$ cat config.mk
export PLATFORM = sky130hd
export DESIGN_NAME = lut_neuron_layer
export DESIGN_NICKNAME = d
export VERILOG_FILES = /design/src/rtl/lut_neuron_pkg.sv /design/src/rtl/lut_neuron_ram.sv /design/src/rtl/lut_neuron_layer.sv
export SDC_FILE = /design/constraint.sdc
export NUM_CORES = 1
export LEC_CHECK = 0
export CORE_MARGIN = 2
export CORE_UTILIZATION = 45
export DETAILED_ROUTE_END_ITERATION = 10
export GPL_TIMING_DRIVEN = 0
export PLACE_DENSITY = 0.72
export SLEW_MARGIN = 5
export SYNTH_ARGS = -nofsm -noshare
export SYNTH_HDL_FRONTEND = slang
export SYNTH_SLANG_ARGS = --single-unit
$ cat constraint.sdc
create_clock -name clk -period 6.9 [get_ports clk]
set_clock_uncertainty 0.15 [all_clocks]
set_input_delay 1.38 -clock clk [delete_from_list [all_inputs] [get_ports clk]]
set_output_delay 1.38 -clock clk [all_outputs]
set_load 0.02 [all_outputs]
$ cat src/rtl/lut_neuron_pkg.sv
// Shared state type, parameter defaults and table-depth helper for the LUT neuron layer.
package lut_neuron_pkg;

    typedef enum logic {
        CLEAR = 1'b0,
        RUN   = 1'b1
    } state_t;

    localparam int DEF_NUM_NEURONS = 4;
    localparam int DEF_IN_BITS     = 6;
    localparam int DEF_OUT_BITS    = 1;

    function automatic int table_depth(input int in_bits);
        return 1 << in_bits;
    endfunction

endpackage

$ cat src/rtl/lut_neuron_ram.sv
// One neuron truth table: distributed RAM, sync write, async read.
// Second read port exists only when LUT_NEURON_READBACK_EN is defined.
module lut_neuron_ram
    import lut_neuron_pkg::*;
#(
    parameter int IN_BITS  = DEF_IN_BITS,
    parameter int OUT_BITS = DEF_OUT_BITS
) (
    input  logic                i_clk,
    input  logic                i_we,
    input  logic [IN_BITS-1:0]  i_waddr,
    input  logic [OUT_BITS-1:0] i_wdata,
    input  logic [IN_BITS-1:0]  i_raddr,
    output logic [OUT_BITS-1:0] o_rdata
`ifdef LUT_NEURON_READBACK_EN
    ,
    input  logic [IN_BITS-1:0]  i_rb_addr,
    output logic [OUT_BITS-1:0] o_rb_data
`endif
);

    localparam int DEPTH = table_depth(IN_BITS);

    // Contents are deliberately unreset; the layer's clear sweep initialises them.
    logic [OUT_BITS-1:0] r_mem [DEPTH];

    always_ff @(posedge i_clk) begin
        if (i_we) begin
            r_mem[i_waddr] <= i_wdata;
        end
    end

    assign o_rdata = r_mem[i_raddr];

`ifdef LUT_NEURON_READBACK_EN
    assign o_rb_data = r_mem[i_rb_addr];
`endif

endmodule

$ cat src/rtl/lut_neuron_layer.sv
// Layer of runtime-loadable LUT neurons with a one-stage valid/ready path.
// Optional table readback port: LUT_NEURON_READBACK_EN.
module lut_neuron_layer
    import lut_neuron_pkg::*;
#(
    parameter int NUM_NEURONS = DEF_NUM_NEURONS,
    parameter int IN_BITS     = DEF_IN_BITS,
    parameter int OUT_BITS    = DEF_OUT_BITS,
    localparam int NB = (NUM_NEURONS > 1) ? $clog2(NUM_NEURONS) : 1
) (
    input  logic                            clk,
    input  logic                            rst_n,
    input  logic                            in_valid,
    output logic                            in_ready,
    input  logic [NUM_NEURONS*IN_BITS-1:0]  in_data,
    output logic                            out_valid,
    input  logic                            out_ready,
    output logic [NUM_NEURONS*OUT_BITS-1:0] out_data,
    input  logic                            cfg_we,
    input  logic [NB-1:0]                   cfg_neuron,
    input  logic [IN_BITS-1:0]              cfg_addr,
    input  logic [OUT_BITS-1:0]             cfg_wdata,
    input  logic                            cfg_clear,
    output logic                            cfg_ready,
    output logic                            busy
`ifdef LUT_NEURON_READBACK_EN
    ,
    input  logic                            cfg_re,
    output logic [OUT_BITS-1:0]             cfg_rdata,
    output logic                            cfg_rvalid
`endif
);

    localparam int DEPTH = table_depth(IN_BITS);
    localparam logic [IN_BITS-1:0] LAST = IN_BITS'(DEPTH - 1);

    state_t                          r_state;
    state_t                          w_state_nxt;
    logic [IN_BITS-1:0]              r_clr_cnt;
    logic [IN_BITS-1:0]              w_clr_cnt_nxt;
    logic                            w_run;
    logic                            w_accept;
    logic                            w_cfg_wr;
    logic [IN_BITS-1:0]              w_waddr;
    logic [OUT_BITS-1:0]             w_wdata;
    logic [NUM_NEURONS*OUT_BITS-1:0] w_lookup;
    logic [NUM_NEURONS*OUT_BITS-1:0] r_out_data;
    logic                            r_out_valid;

    assign w_run     = (r_state == RUN);
    assign in_ready  = w_run && (!r_out_valid || out_ready);
    assign cfg_ready = w_run;
    assign busy      = !w_run;
    assign w_accept  = in_valid && in_ready;
    assign w_cfg_wr  = cfg_we && cfg_ready;
    assign out_valid = r_out_valid;
    assign out_data  = r_out_data;

    always_ff @(posedge clk or negedge rst_n) begin
        if (!rst_n) begin
            r_state   <= CLEAR;
            r_clr_cnt <= '0;
        end else begin
            r_state   <= w_state_nxt;
            r_clr_cnt <= w_clr_cnt_nxt;
        end
    end

    always_comb begin
        w_state_nxt   = r_state;
        w_clr_cnt_nxt = r_clr_cnt;
        unique case (r_state)
            CLEAR: begin
                w_clr_cnt_nxt = r_clr_cnt + 1'b1;
                if (r_clr_cnt == LAST) begin
                    w_state_nxt = RUN;
                end
            end
            RUN: begin
                if (cfg_clear) begin
                    w_state_nxt   = CLEAR;
                    w_clr_cnt_nxt = '0;
                end
            end
        endcase
    end

    // The sweep owns the write port; config writes only land in RUN.
    assign w_waddr = w_run ? cfg_addr : r_clr_cnt;
    assign w_wdata = w_run ? cfg_wdata : '0;

`ifdef LUT_NEURON_READBACK_EN
    logic [NUM_NEURONS*OUT_BITS-1:0] w_rb;
    logic [OUT_BITS-1:0]             w_rb_sel;
    logic [OUT_BITS-1:0]             r_rdata;
    logic                            r_rvalid;
`endif

    for (genvar n = 0; n < NUM_NEURONS; n++) begin : g_nrn
        logic w_we;
        assign w_we = !w_run || (w_cfg_wr && (cfg_neuron == NB'(n)));

        lut_neuron_ram #(
            .IN_BITS  (IN_BITS),
            .OUT_BITS (OUT_BITS)
        ) u_ram (
            .i_clk     (clk),
            .i_we      (w_we),
            .i_waddr   (w_waddr),
            .i_wdata   (w_wdata),
            .i_raddr   (in_data[n*IN_BITS +: IN_BITS]),
            .o_rdata   (w_lookup[n*OUT_BITS +: OUT_BITS])
`ifdef LUT_NEURON_READBACK_EN
            ,
            .i_rb_addr (cfg_addr),
            .o_rb_data (w_rb[n*OUT_BITS +: OUT_BITS])
`endif
        );
    end

    always_ff @(posedge clk or negedge rst_n) begin
        if (!rst_n) begin
            r_out_valid <= 1'b0;
            r_out_data  <= '0;
        end else if (w_accept) begin
            r_out_valid <= 1'b1;
            r_out_data  <= w_lookup;
        end else if (out_ready) begin
            r_out_valid <= 1'b0;
        end
    end

`ifdef LUT_NEURON_READBACK_EN
    // Out-of-range neuron indices match no slot and read back as zero.
    always_comb begin
        w_rb_sel = '0;
        for (int n = 0; n < NUM_NEURONS; n++) begin
            if (cfg_neuron == NB'(n)) begin
                w_rb_sel = w_rb[n*OUT_BITS +: OUT_BITS];
            end
        end
    end

    always_ff @(posedge clk or negedge rst_n) begin
        if (!rst_n) begin
            r_rvalid <= 1'b0;
            r_rdata  <= '0;
        end else begin
            r_rvalid <= cfg_re && cfg_ready;
            if (cfg_re && cfg_ready) begin
                r_rdata <= w_rb_sel;
            end
        end
    end

    assign cfg_rdata  = r_rdata;
    assign cfg_rvalid = r_rvalid;
`endif

endmodule

### Word-level counts from Yosys, hierarchy flattened

Memories as Yosys holds them, arrays and structs flattened. A register that Yosys moved wholly into a read port is not among the register bits.
Cells that the tools add are included.
Widths: inputs -> output; s select.

| storage, ports and cells | value |
|---|---|
| bits in registers | 8 |
| bits in latches | 0 |
| memory bits (writable) | 256 |
| bits in read-only memories | 0 |
| input port bits | 39 |
| output and inout bits | 8 |
| word-level logic and storage cells | 51 |
| memories kept | 4 |

| cells by class | value |
|---|---|
| add/subtract/negate cells | 1 |
| multiply operators | 0 |
| div/mod/pow operators | 0 |
| $lt $le $gt $ge | 0 |
| equal/unequal tests | 5 |
| shift-type cells | 0 |
| muxes and demuxes | 17 |
| bitwise gates (word level) | 1 |
| reduce and logical (&&, ||, !) cells | 20 |

Memory list:

| name | depth | bits a word | rd ports | clocked after Yosys merged registers in | wr ports | RTL line | RTL |
|---|---|---|---|---|---|---|---|
| g_nrn[0].u_ram.r_mem | 64 | 1 | 1 | 1 | 1 | lut_neuron_ram.sv:25 | `logic [OUT_BITS-1:0] r_mem [DEPTH];` |
| g_nrn[1].u_ram.r_mem | 64 | 1 | 1 | 1 | 1 | lut_neuron_ram.sv:25 |  |
| g_nrn[2].u_ram.r_mem | 64 | 1 | 1 | 1 | 1 | lut_neuron_ram.sv:25 |  |
| g_nrn[3].u_ram.r_mem | 64 | 1 | 1 | 1 | 1 | lut_neuron_ram.sv:25 |  |

Operator list:

| operator | count |
|---|---|
| $mux 1 | 13 |
| $mux 6 | 2 |
| $pmux 6 s2 | 1 |
| $logic_and 1x1->1 | 7 |
| $add 6x1->6 const B | 1 |
| $eq 6x6->1 const B | 1 |
| $logic_not 1->1 | 6 |
| $logic_or 1x1->1 | 5 |
| $eq 2x2->1 const B | 2 |
| $eq 2x1->1 const B | 1 |
| $logic_not 2->1 | 1 |
| $ne 2x2->1 const B | 1 |
| $pmux 1 s2 | 1 |
| $reduce_bool 2->1 | 1 |
| $not 1->1 | 1 |

### Logic depth before layout (Yosys ltp)

| logic depth | value |
|---|---|
| depth after elaboration | 5 |
| gate-level depth with buffers | 9 |
| depth with buffers taken out | 6 |

### By module

From an unflattened synthesis, not the netlist that was laid out.

| unflattened totals | value |
|---|---|
| cells, all modules | 871 |
| area total of the unflattened synthesis | 12209.2 sq um |

By module, submodules not included:

| module | times used | cells each | area an instance (sq um) | sequential area each (sq um) |
|---|---|---|---|---|
| lut_neuron_ram | 4 | 203 | 2894.0 | 1921.8 |
| lut_neuron_layer | 1 | 59 | 633.1 | 300.3 |

### Least setup slack after synthesis

Ideal clock, no wire load.

| path | value |
|---|---|
| path type | in2reg |
| start point | input port cfg_wdata |
| end point | memory g_nrn[0].u_ram.r_mem[0] (netlist name), data pin |
| setup time | 0.867 ns |
| data arrival time | 4.607 ns |
| data required time | 5.883 ns |
| setup slack | 1.276 ns |
| stages | 1 |
| path buffers | 0 |
| cell sequence | and2_1 |

| on the way | value |
|---|---|
| cells in the longest elaborated chain, start to end | 1 |

Ends and longest elaborated chain:

| what | RTL line | RTL |
|---|---|---|
| start, declared | lut_neuron_layer.sv:22 | `input logic [OUT_BITS-1:0] cfg_wdata,` |
| $mux 1 | lut_neuron_layer.sv:90 | `assign w_wdata = w_run ? cfg_wdata : '0;` |
| end, declared | lut_neuron_ram.sv:25 |  |

Every way passes these cells.

### Final worst setup path

| path | value |
|---|---|
| start point | input port out_ready |
| end point | output port in_ready |

| on the way | value |
|---|---|
| cells in the longest elaborated chain, start to end | 2 |

Ends and longest elaborated chain:

| what | RTL line | RTL |
|---|---|---|
| start, declared | lut_neuron_layer.sv:17 | `input logic out_ready,` |
| $logic_or 1x1->1 | lut_neuron_layer.sv:51 | `assign in_ready = w_run && (!r_out_valid \|\| out_ready);` |
| $logic_and 1x1->1 | lut_neuron_layer.sv:51 |  |
| end, declared | lut_neuron_layer.sv:14 | `output logic in_ready,` |

Every way passes these cells.

==> metrics.md <==
| Metric | Value |
|---|---|
| Sequential element share of the synthesized area | 65.36% |
| Area share of the largest cell type after synthesis | 62.90% |
| Clk Latency, worst-skew pair | 0.56 ns |
| TritonCTS buffer count | 28 |
| Hold Path Origin | out_data[0] |
| Most used cells in the layout excluding fill and tap cells | nor2_1, edfxtp_1, nand2_1, mux2i_1, clkdlybuf4s50_1 |
| Slew @ Worst Pin | 1.004 ns |
| Clock input transition at the sequential cells of the worst setup and hold paths | 0.06 ns |
| Postcts setup bufs | 0 |
| Uppermost layer routed | met4 |
| Setup repair after global routing missed its margin | no |
| End of the worst hold path | out_data[0] |
| Final Hold Vio Count | 0 |
| Required time reported for the critical path endpoint | 5.37 ns |
| Count of nets left with antenna violations after detail routing | 0 |
| RR Endpoint | g_nrn[2].u_ram.r_mem[36] |
| Residual DRC | 0 |
| Most common cell after layout, fill and taps aside | nor2_1 |
| Buffers added on ports | 37 |
| Number of distinct standard cells referenced by the synthesized netlist | 46 |
| Data arrival time of the critical path | 2.68 ns |
| Global-route wire length before repair | 44.28 mm |
| Leakage power of the design | 4.731 nW |
| WL met1 | 12.46 mm |
| Layout cell share with drive strength beyond 1 | 11.45% |
| Count of hold buffers inserted by post-cts repair | 0 |
| Final Setup Violations | 0 |
| IO Count | 47 |
| Final total negative setup slack | 0 ns |
| Critical path start-end classification | in2out |
| Hold Path Stages | 2 |
| Crit path launch | out_ready |
| Hold/Removal Path Class | reg2reg |
| Cell Pwr Density | 325.4 nW/um2 |
| Total of flip-flops plus latches after synthesis | 268 |
| Dpl ws | 2.695 ns |
| Outcome | complete, no violations |
| Worst rel slew slack | 32.83% |
| Initial DRC Count | 772 |
| Final number of max-transition violations | 0 |
| Worst Setup Slack, final | 2.694 ns |
| Average routed wire per standard cell | 21.52 um |
| Biggest area contributors in the synthesized netlist | edfxtp_1, nor2_1, mux2i_1 |
| Standard cell core area | 26,800 um2 |
| CTS max path bufs | 3 |
| DRT Wirelength | 29.14 mm |
| H-tree depth | 1 |
| First-pass DRT Iterations | 5 |
| Worst-case reg-to-reg path depth | 7 |
| Vias after detailed routing | 7,801 |
| Mapped Avg Cell Area | 13.26 um2 |
| Synthesized cell area | 12,220 um2 |
| Number of warnings issued by yosys | 0 |
| Vias in the first global route | 7,808 |
| Die boundary width | 168.8 um |
| Crit path launch type | input pin |
| Number of standard cells after synthesis | 922 |
| Total global-route track usage | 20.47% |
| Max-cap violations | 0 |
| Number of antenna violations at the first check in global routing | 0 |
| Portion of the clock cycle consumed by the worst path in the final layout | 60.96% |
| Async SR Flop Fraction | 4.478% |
| Peak Freq | 237.8 MHz |
| Final global-route overflow total | 0 |
| Net count after synthesis | 962 |
| Resized Gates After CTS | 0 |
| Largest driver fanout on the critical path | 2 |
| Initial core utilization | 45.60% |
| Biggest area consumer among synthesized cells | edfxtp_1 |
| Min cycle time layout | 4.206 ns |
| Die outline area | 28,490 um2 |
| Metal3 WL | 2.069 mm |
| Die Y | 168.8 um |
| Num rows | 60 |
| Detailed placer's ending HPWL | 19.33 mm |
| GP Congestion | 0.8496 |
| Pin count of the biggest net entering global routing | 108 |
| Largest voltage drop on the vdd net | 179.8 uV |
| CTS tree | yes |
| Number of flops mapped to enable cells by yosys | 256 |
| Length of routed met2 wiring | 13.91 mm |
| Synthesis-to-finish area growth | 14.40% |
| Number of nets in the layout | 1,031 |
| Clk sinks | 268 |
| CP Capture Type | primary output |
| Most common flop cell mapped by yosys | edfxtp_1 |
| Via density per instance | 5.761 |
| Crit Reg-Reg Startpoint | cfg_ready |
| Buffer type at the clock tree root | clkbuf_16 |
| Slack of the worst reg-to-reg path | 4.04 ns |
| Antenna Cells | 0 |
==> final cells by class <==
| cell class | count | area [um2] |
|---|---|---|
| fill | 2221 | 12820 |
| clock inverter | 21 | 193.9 |
| sequential | 268 | 7988 |
| clock buffer | 31 | 711.9 |
| buffer | 51 | 365.4 |
| inverter | 1 | 3.754 |
| tap | 341 | 426.7 |
| multi-input combinational | 602 | 3867 |
| timing repair buffer | 39 | 425.4 |
==> synthesized netlist by cell type, types with 5 or more instances <==
master and instances:
mux4_1 11, o21ai_0 6, dfrtp_1 12, nor3_1 15, mux4_2 21, nand2_1 81, a31oi_1 8, a22oi_1 16
mux2i_1 78, nand3_1 14, nor2b_1 14, nor2_1 263, buf_6 5, buf_1 10, buf_2 21, and3_1 9
mux2_2 8, nand4b_1 8, edfxtp_1 256, a211oi_1 8
==> through the flow <==
step / power, mW / hold WS, ns / util, % / area [um2] / instances
final: 4.550 / 0.3356 / 52.17 / 13980 / 1354
after global routing: 4.712 / 0.3787 / 52.17 / 13980 / 1354
after CTS: 4.555 / 0.3423 / 52.17 / 13980 / 1354
after detailed placement: 3.088 / 0.3239 / 48.79 / 13080 / 1302
after global placement: 3.063 / 0.3216 / 48.58 / 13020 / 1300
after floorplan: 2.649 / 0.3415 / - / 12220 / 922
==> kinds of logic after synthesis <==
kind of cell / after synthesis / share of synthesized area, %
buf+inv: 52 / 3.020
fa+ha+maj: 1 / 0.1024
mux: 118 / 13.36
xor+xnor: 1 / 0.07168
simple gates: 422 / 14.45
compound gates: 60 / 3.645
flops: 268 / 65.36
==> sequential cells by signal, indices dropped and copies added, names as in the netlist <==
register and cells:
out_data 4, g_nrn.u_ram.r_mem 256, r_clr_cnt 6, out_valid 1, cfg_ready 1
==> routing by layer <==
metal  track usage (%)  vias to the layer above
met3             3.040                       57
met1             28.11                     3894
met2             34.09                      308
met4             6.109                        0
li1                  -                     3542
met5                 0                        -
==> worst max-delay path, stage by stage <==
cell,delay (ns)
clkdlybuf4s50_1,0.44
nand2b_1,0.11
and2_1,0.14
clkdlybuf4s50_1,0.60
==> worst max-delay path by stage <==
stage / end / slack (ns)
after floorplan: g_nrn[0].u_ram.r_mem[0] / 1.28
after global placement: g_nrn[0].u_ram.r_mem[19] / -1.39
after detailed placement: in_ready / 2.69
after CTS: in_ready / 2.69
after global routing: in_ready / 2.62
final: in_ready / 2.69
==> report_power, final <==
group,switching [mW],internal (mW)
registers,0.0510,1.92
clock network,0.621,0.857
logic,0.828,0.278
total,1.50,3.05
Power figures use the tool's default switching activity.
